[config.mk]
export PLATFORM = sky130hd
export DESIGN_NAME = uart_tx_ctrl
export DESIGN_NICKNAME = d
export VERILOG_FILES = /design/src/rtl/uart_tx_ctrl_pkg.sv /design/src/rtl/uart_tx_ctrl_baud_tick_gen.sv /design/src/rtl/uart_tx_ctrl.sv
export SDC_FILE = /design/constraint.sdc
export NUM_CORES = 1
export LEC_CHECK = 0
export CAP_MARGIN = 20
export CORE_MARGIN = 2
export CORE_UTILIZATION = 45
export DETAILED_ROUTE_END_ITERATION = 16
export PLACE_DENSITY = 0.67
export SLEW_MARGIN = 20
export SYNTH_ARGS = -nofsm -noshare
export SYNTH_HDL_FRONTEND = slang
export SYNTH_SLANG_ARGS = --single-unit
[constraint.sdc]
create_clock -name clk -period 1.9 [get_ports clk]
set_input_delay 0.38 -clock clk [delete_from_list [all_inputs] [get_ports clk]]
set_output_delay 0.38 -clock clk [all_outputs]
set_load 0.03 [all_outputs]
[src/rtl/uart_tx_ctrl_pkg.sv]
// uart_pkg: shared definitions for the UART transmit controller.
//   - tx_state_t : FSM state encoding (3 bits)
//   - DEF_CLKS_PER_BIT / DEF_DATA_BITS : default build constants
//   - frame_cycles() : total frame length in clk cycles
package uart_pkg;

  localparam int unsigned DEF_CLKS_PER_BIT = 10;
  localparam int unsigned DEF_DATA_BITS    = 8;

  typedef enum logic [2:0] {
    IDLE   = 3'd0,
    START  = 3'd1,
    DATA   = 3'd2,
    PARITY = 3'd3,
    STOP   = 3'd4
  } tx_state_t;

  // Start + data + optional parity + stop, each lasting clks cycles.
  function automatic int unsigned frame_cycles(input int unsigned clks,
                                               input int unsigned dbits,
                                               input bit          parity);
    return (dbits + 2 + (parity ? 1 : 0)) * clks;
  endfunction

endpackage

[src/rtl/uart_tx_ctrl_baud_tick_gen.sv]
// baud_tick_gen: bit-period timer for the UART transmitter.
// Ports:
//   clk    in   system clock
//   rst    in   asynchronous active-high reset
//   enable in   count while high; counter cleared while low
//   tick   out  high on the last cycle of each bit period (combinational)
module baud_tick_gen #(
  parameter int unsigned CLKS_PER_BIT = uart_pkg::DEF_CLKS_PER_BIT
) (
  input  logic clk,
  input  logic rst,
  input  logic enable,
  output logic tick
);

  localparam int unsigned CNT_W = (CLKS_PER_BIT > 1) ? $clog2(CLKS_PER_BIT) : 1;
  localparam logic [CNT_W-1:0] LAST = CNT_W'(CLKS_PER_BIT - 1);

  logic [CNT_W-1:0] count;

  assign tick = enable && (count == LAST);

  // Counter runs 0..CLKS_PER_BIT-1 and wraps on tick.
  always_ff @(posedge clk or posedge rst) begin
    if (rst) begin
      count <= '0;
    end else if (!enable) begin
      count <= '0;
    end else if (tick) begin
      count <= '0;
    end else begin
      count <= count + CNT_W'(1);
    end
  end

endmodule

[src/rtl/uart_tx_ctrl.sv]
// uart_tx_ctrl: UART transmit controller. Accepts a word on tx_start while
// idle and sends start bit, LSB-first data, optional even parity, stop bit.
// Optional feature: define UART_TX_PARITY_EN to insert an even parity bit.
// Ports:
//   clk       in   system clock
//   rst       in   asynchronous active-high reset
//   tx_start  in   send request, sampled only in IDLE
//   tx_data   in   word to send, captured when tx_start is accepted
//   tx_serial out  serial line, idle high (registered)
//   tx_busy   out  frame in progress (registered)
//   tx_done   out  one-cycle pulse at frame end (registered)
module uart_tx_ctrl
  import uart_pkg::*;
#(
  parameter int unsigned CLKS_PER_BIT = DEF_CLKS_PER_BIT,
  parameter int unsigned DATA_BITS    = DEF_DATA_BITS
) (
  input  logic                 clk,
  input  logic                 rst,
  input  logic                 tx_start,
  input  logic [DATA_BITS-1:0] tx_data,
  output logic                 tx_serial,
  output logic                 tx_busy,
  output logic                 tx_done
);

  localparam int unsigned IDX_W = $clog2(DATA_BITS);
  localparam logic [IDX_W-1:0] LAST_IDX = IDX_W'(DATA_BITS - 1);

  tx_state_t            state;
  logic [DATA_BITS-1:0] shift_reg;
  logic [IDX_W-1:0]     bit_idx;
  logic                 baud_tick;
`ifdef UART_TX_PARITY_EN
  logic                 parity_bit;
`endif

  // Bit timer only runs while a frame is on the line.
  baud_tick_gen #(
    .CLKS_PER_BIT(CLKS_PER_BIT)
  ) u_baud (
    .clk    (clk),
    .rst    (rst),
    .enable (state != IDLE),
    .tick   (baud_tick)
  );

  // Frame sequencer; tx_serial is loaded with the level of the state being entered.
  always_ff @(posedge clk or posedge rst) begin
    if (rst) begin
      state     <= IDLE;
      shift_reg <= '0;
      bit_idx   <= '0;
      tx_serial <= 1'b1;
      tx_busy   <= 1'b0;
      tx_done   <= 1'b0;
`ifdef UART_TX_PARITY_EN
      parity_bit <= 1'b0;
`endif
    end else begin
      tx_done <= 1'b0;
      case (state)
        IDLE: begin
          tx_serial <= 1'b1;
          tx_busy   <= 1'b0;
          if (tx_start) begin
            shift_reg <= tx_data;
            bit_idx   <= '0;
            state     <= START;
            tx_serial <= 1'b0;
            tx_busy   <= 1'b1;
`ifdef UART_TX_PARITY_EN
            // Captured here because the shift register is consumed during DATA.
            parity_bit <= ^tx_data;
`endif
          end
        end
        START: begin
          if (baud_tick) begin
            state     <= DATA;
            tx_serial <= shift_reg[0];
          end
        end
        DATA: begin
          if (baud_tick) begin
            shift_reg <= shift_reg >> 1;
            bit_idx   <= bit_idx + IDX_W'(1);
            if (bit_idx == LAST_IDX) begin
`ifdef UART_TX_PARITY_EN
              state     <= PARITY;
              tx_serial <= parity_bit;
`else
              state     <= STOP;
              tx_serial <= 1'b1;
`endif
            end else begin
              // Next bit sits at [1] until the shift lands this edge.
              tx_serial <= shift_reg[1];
            end
          end
        end
`ifdef UART_TX_PARITY_EN
        PARITY: begin
          if (baud_tick) begin
            state     <= STOP;
            tx_serial <= 1'b1;
          end
        end
`endif
        STOP: begin
          if (baud_tick) begin
            state     <= IDLE;
            tx_serial <= 1'b1;
            tx_busy   <= 1'b0;
            tx_done   <= 1'b1;
          end
        end
        default: begin
          state     <= IDLE;
          tx_serial <= 1'b1;
          tx_busy   <= 1'b0;
        end
      endcase
    end
  end

endmodule

==> key figures, run 1 <==
Drt
  – Drt pass-1 iters: 4
  – DR iter-0 viols: 8
  – Routed wire length: 1.92 mm
  – Wire per inst: 13.6 um
  – Detailed-route via count: 766
  – DRC Markers: 0
  – Antenna Nets Post-Route: 0
  – Via density per instance: 5.43

Setup path
  – Critical path buffers and inverters: 1
  – Worst reg2reg path depth: 3
  – Worst-path cell chain: clkdlybuf4s50_1
  – Crit start category: flip-flop
  – CP max-delay cell: clkdlybuf4s50_1
  – R2R setup slack: 0.28 ns
  – Critical Path RT: 1.52 ns
  – Crit Path Class: reg -> out
  – Largest fanout on the critical path: 3
  – Crit path capture type: primary output
  – Terminus of the critical flop-to-flop path: shift_reg[4]$_DFFE_PP0P_
  – Top delay family on crit path: buffers and inverters
  – CP max stage delay: 0.68 ns
  – R2R Path Start: state[2]$_DFFE_PP0P_
  – WP data arrival: 1.37 ns

Cells and area
  – Final Util: 0.576
  – Final #Nets: 129
  – Design area: 0.00127 mm^2
  – Largest register FFs: 8
  – Share of layout cells above drive strength 1: 0.159
  – Area delta synth->final: 20.2%
  – ANT cells: 0

Floorplanning
  – Starting Density: 0.480
  – Die width: 52.6 um
  – Die area: 0.00276 mm^2
  – IO Count: 14
  – Cell Rows: 17
  – DIE HEIGHT: 52.6 um
  – Total core area: 0.00221 mm^2

Synthesis
  – Synth area leaders: dfrtp_1, ha_1, o221a_2
  – Register area share after synthesis: 0.496
  – Yosys cell types: 36
  – Ys async rst share: 1.00
  – Top cell type's share of synthesized area: 0.472
  – Avg Cell Area, Syn: 11.2 um^2
  – Post-Synthesis Cells: 95
  – Synth Register Bits: 21
  – Synth area leader: dfrtp_1
  – Dominant synthesized flop cell: dfrtp_1
  – Ys Warns: 0
  – Synthesized area: 0.00106 mm^2
  – Syn nets: 110
  – EDFF count, synth: 0

STA
  – Worst setup margin: 0.155 ns
  – RSZ-0062 raised after global routing: no
  – Final setup skew: 0.00509 ns
  – Tmin final: 1.75 ns
  – Final hold viol count: 0
  – Max Fclk: 573 MHz
  – Final Setup Violations: 0
  – Tightest Pin Transition: 0.369 ns
  – Slew Viols, Final: 0
  – Period utilization: 0.919
  – Setup TNS: 0 ns
  – Slew margin rel.: 0.747

Power and ir drop
  – Worst vdd ir: 0.654 mV
  – Power density cells: 1300 mW/mm^2
  – Lkg Pwr: 0.536 nW
  – Total power: 1.66 mW

Global routing
  – Tot GR Track Use: 0.164
  – Initial antenna violation count: 0
  – First-pass GRT wire length: 3.22 mm
  – GRT Residual Overflow: 0
  – Largest net degree at the start of global routing: 14
  – Number of global-route vias before repair: 747

Clocking
  – Worst-path clk slew: 0.11 ns
  – Max clock buf depth: 2
  – CTS tree: built
  – Insertion delay to the later sink of the worst-skew pair: 0.30 ns
  – # clock sinks: 21
  – Cts hold-fix bufs: 0
  – CTS H-tree lvls: 1
  – Clk root buf: clkbuf_4
  – Num CTS Buffers: 3

Placement
  – Final HPWL DP: 1.42 mm
  – Port buffer count: 13
  – Routability cong.: 0.753
  – Cell Area, Placed: 0.00125 mm^2
  – Pre-CTS setup slack: 0.0624 ns

Outcome
  – Status: complete, no violations

Flow run
  – Max Cap Violations: 0

Worst hold path
  – Type of the tightest min-delay check: in -> async
-- logic make-up after synthesis --
logic type	count (synthesis)	synth area share
DFF	21	0.496
adders and majority gates	4	0.0472
and+or+nand+nor	29	0.178
AOI/OAI and AO/OA	25	0.192
xor gates and xnor gates	3	0.0248
buffers and inverters	11	0.0413
muxes	2	0.0200
-- per-layer routing --
metal / vias up / global-route usage / share of wire
met5: - / 0 / 0
met4: 0 / 0.0897 / 0.021
met3: 5 / 0.0343 / 0.037
met2: 15 / 0.252 / 0.44
met1: 363 / 0.215 / 0.50
li1: 383 / - / -
-- cells in the mapped netlist (all sizes together), types with 3 or more instances --
cell type,n
dfrtp,20
ha,4
o221a,7
or2b,3
nand2b,4
nor2,7
o21ai,8
nand3,4
inv,7
o211ai,3
-- cells in the final DEF (no fill, tap or decap), types with 2 or more instances in the layout --
master	instances
a21oi_1	2
buf_4	5
clkbuf_4	3
clkdlybuf4s50_1	12
dfrtp_1	20
ha_1	4
inv_1	7
nand2b_1	4
nand3_1	3
nand4_1	2
nor2_1	7
o211ai_1	3
o21ai_0	7
o221a_1	3
o221a_2	4
or2b_1	3
xor2_1	2
-- stage by stage --
stage,hold slack [ns],instances
floorplan,0.356,95
global placement,0.470,137
detailed placement,0.484,137
CTS,0.350,141
global route,0.377,141
finish,0.349,141
-- cell type report --
class                           count  area (um^2)
Inverter                            7         26.3
Multi-Input combinational cell     63          490
Sequential cell                    21          527
Tap cell                           28         35.0
Clock buffer                        4         26.3
Timing Repair Buffer               18          170
Fill cell                         203          937
-- worst max path at each step --
stage | startpoint | to | slack [ns] | cells past startpoint
final | tx_busy$_DFFE_PP0P_ | tx_busy | 0.15 | 1
after global routing | tx_busy$_DFFE_PP0P_ | tx_busy | 0.11 | 1
after CTS | tx_serial$_DFFE_PP1P_ | tx_serial | 0.003 | 1
after detailed placement | tx_start | shift_reg[4]$_DFFE_PP0P_ | 0.06 | 4
after global placement | tx_start | shift_reg[3]$_DFFE_PP0P_ | 0.08 | 4
after floorplan | u_baud.count[1]$_DFF_PP0_ | shift_reg[2]$_DFFE_PP0P_ | 0.40 | 6
-- what timing repair did --
item,CTS,global route
resized for setup,0,1
buffers inserted,0,0
setup endpoints to repair,0,1
-- power by group --
part	switching, mW	internal (mW)	total [mW]
sequential	0.140	0.641	0.781
combinational	0.319	0.349	0.668
clock	0.130	0.0818	0.212
(Power assumes the default switching activity.)
==> run 2, diff against run 1 <==
Settings changed: CTS_CLUSTER_SIZE set to 25.
==> results of run 2 <==
No change in the layout: final DEF, timing and power equal those of run 1.
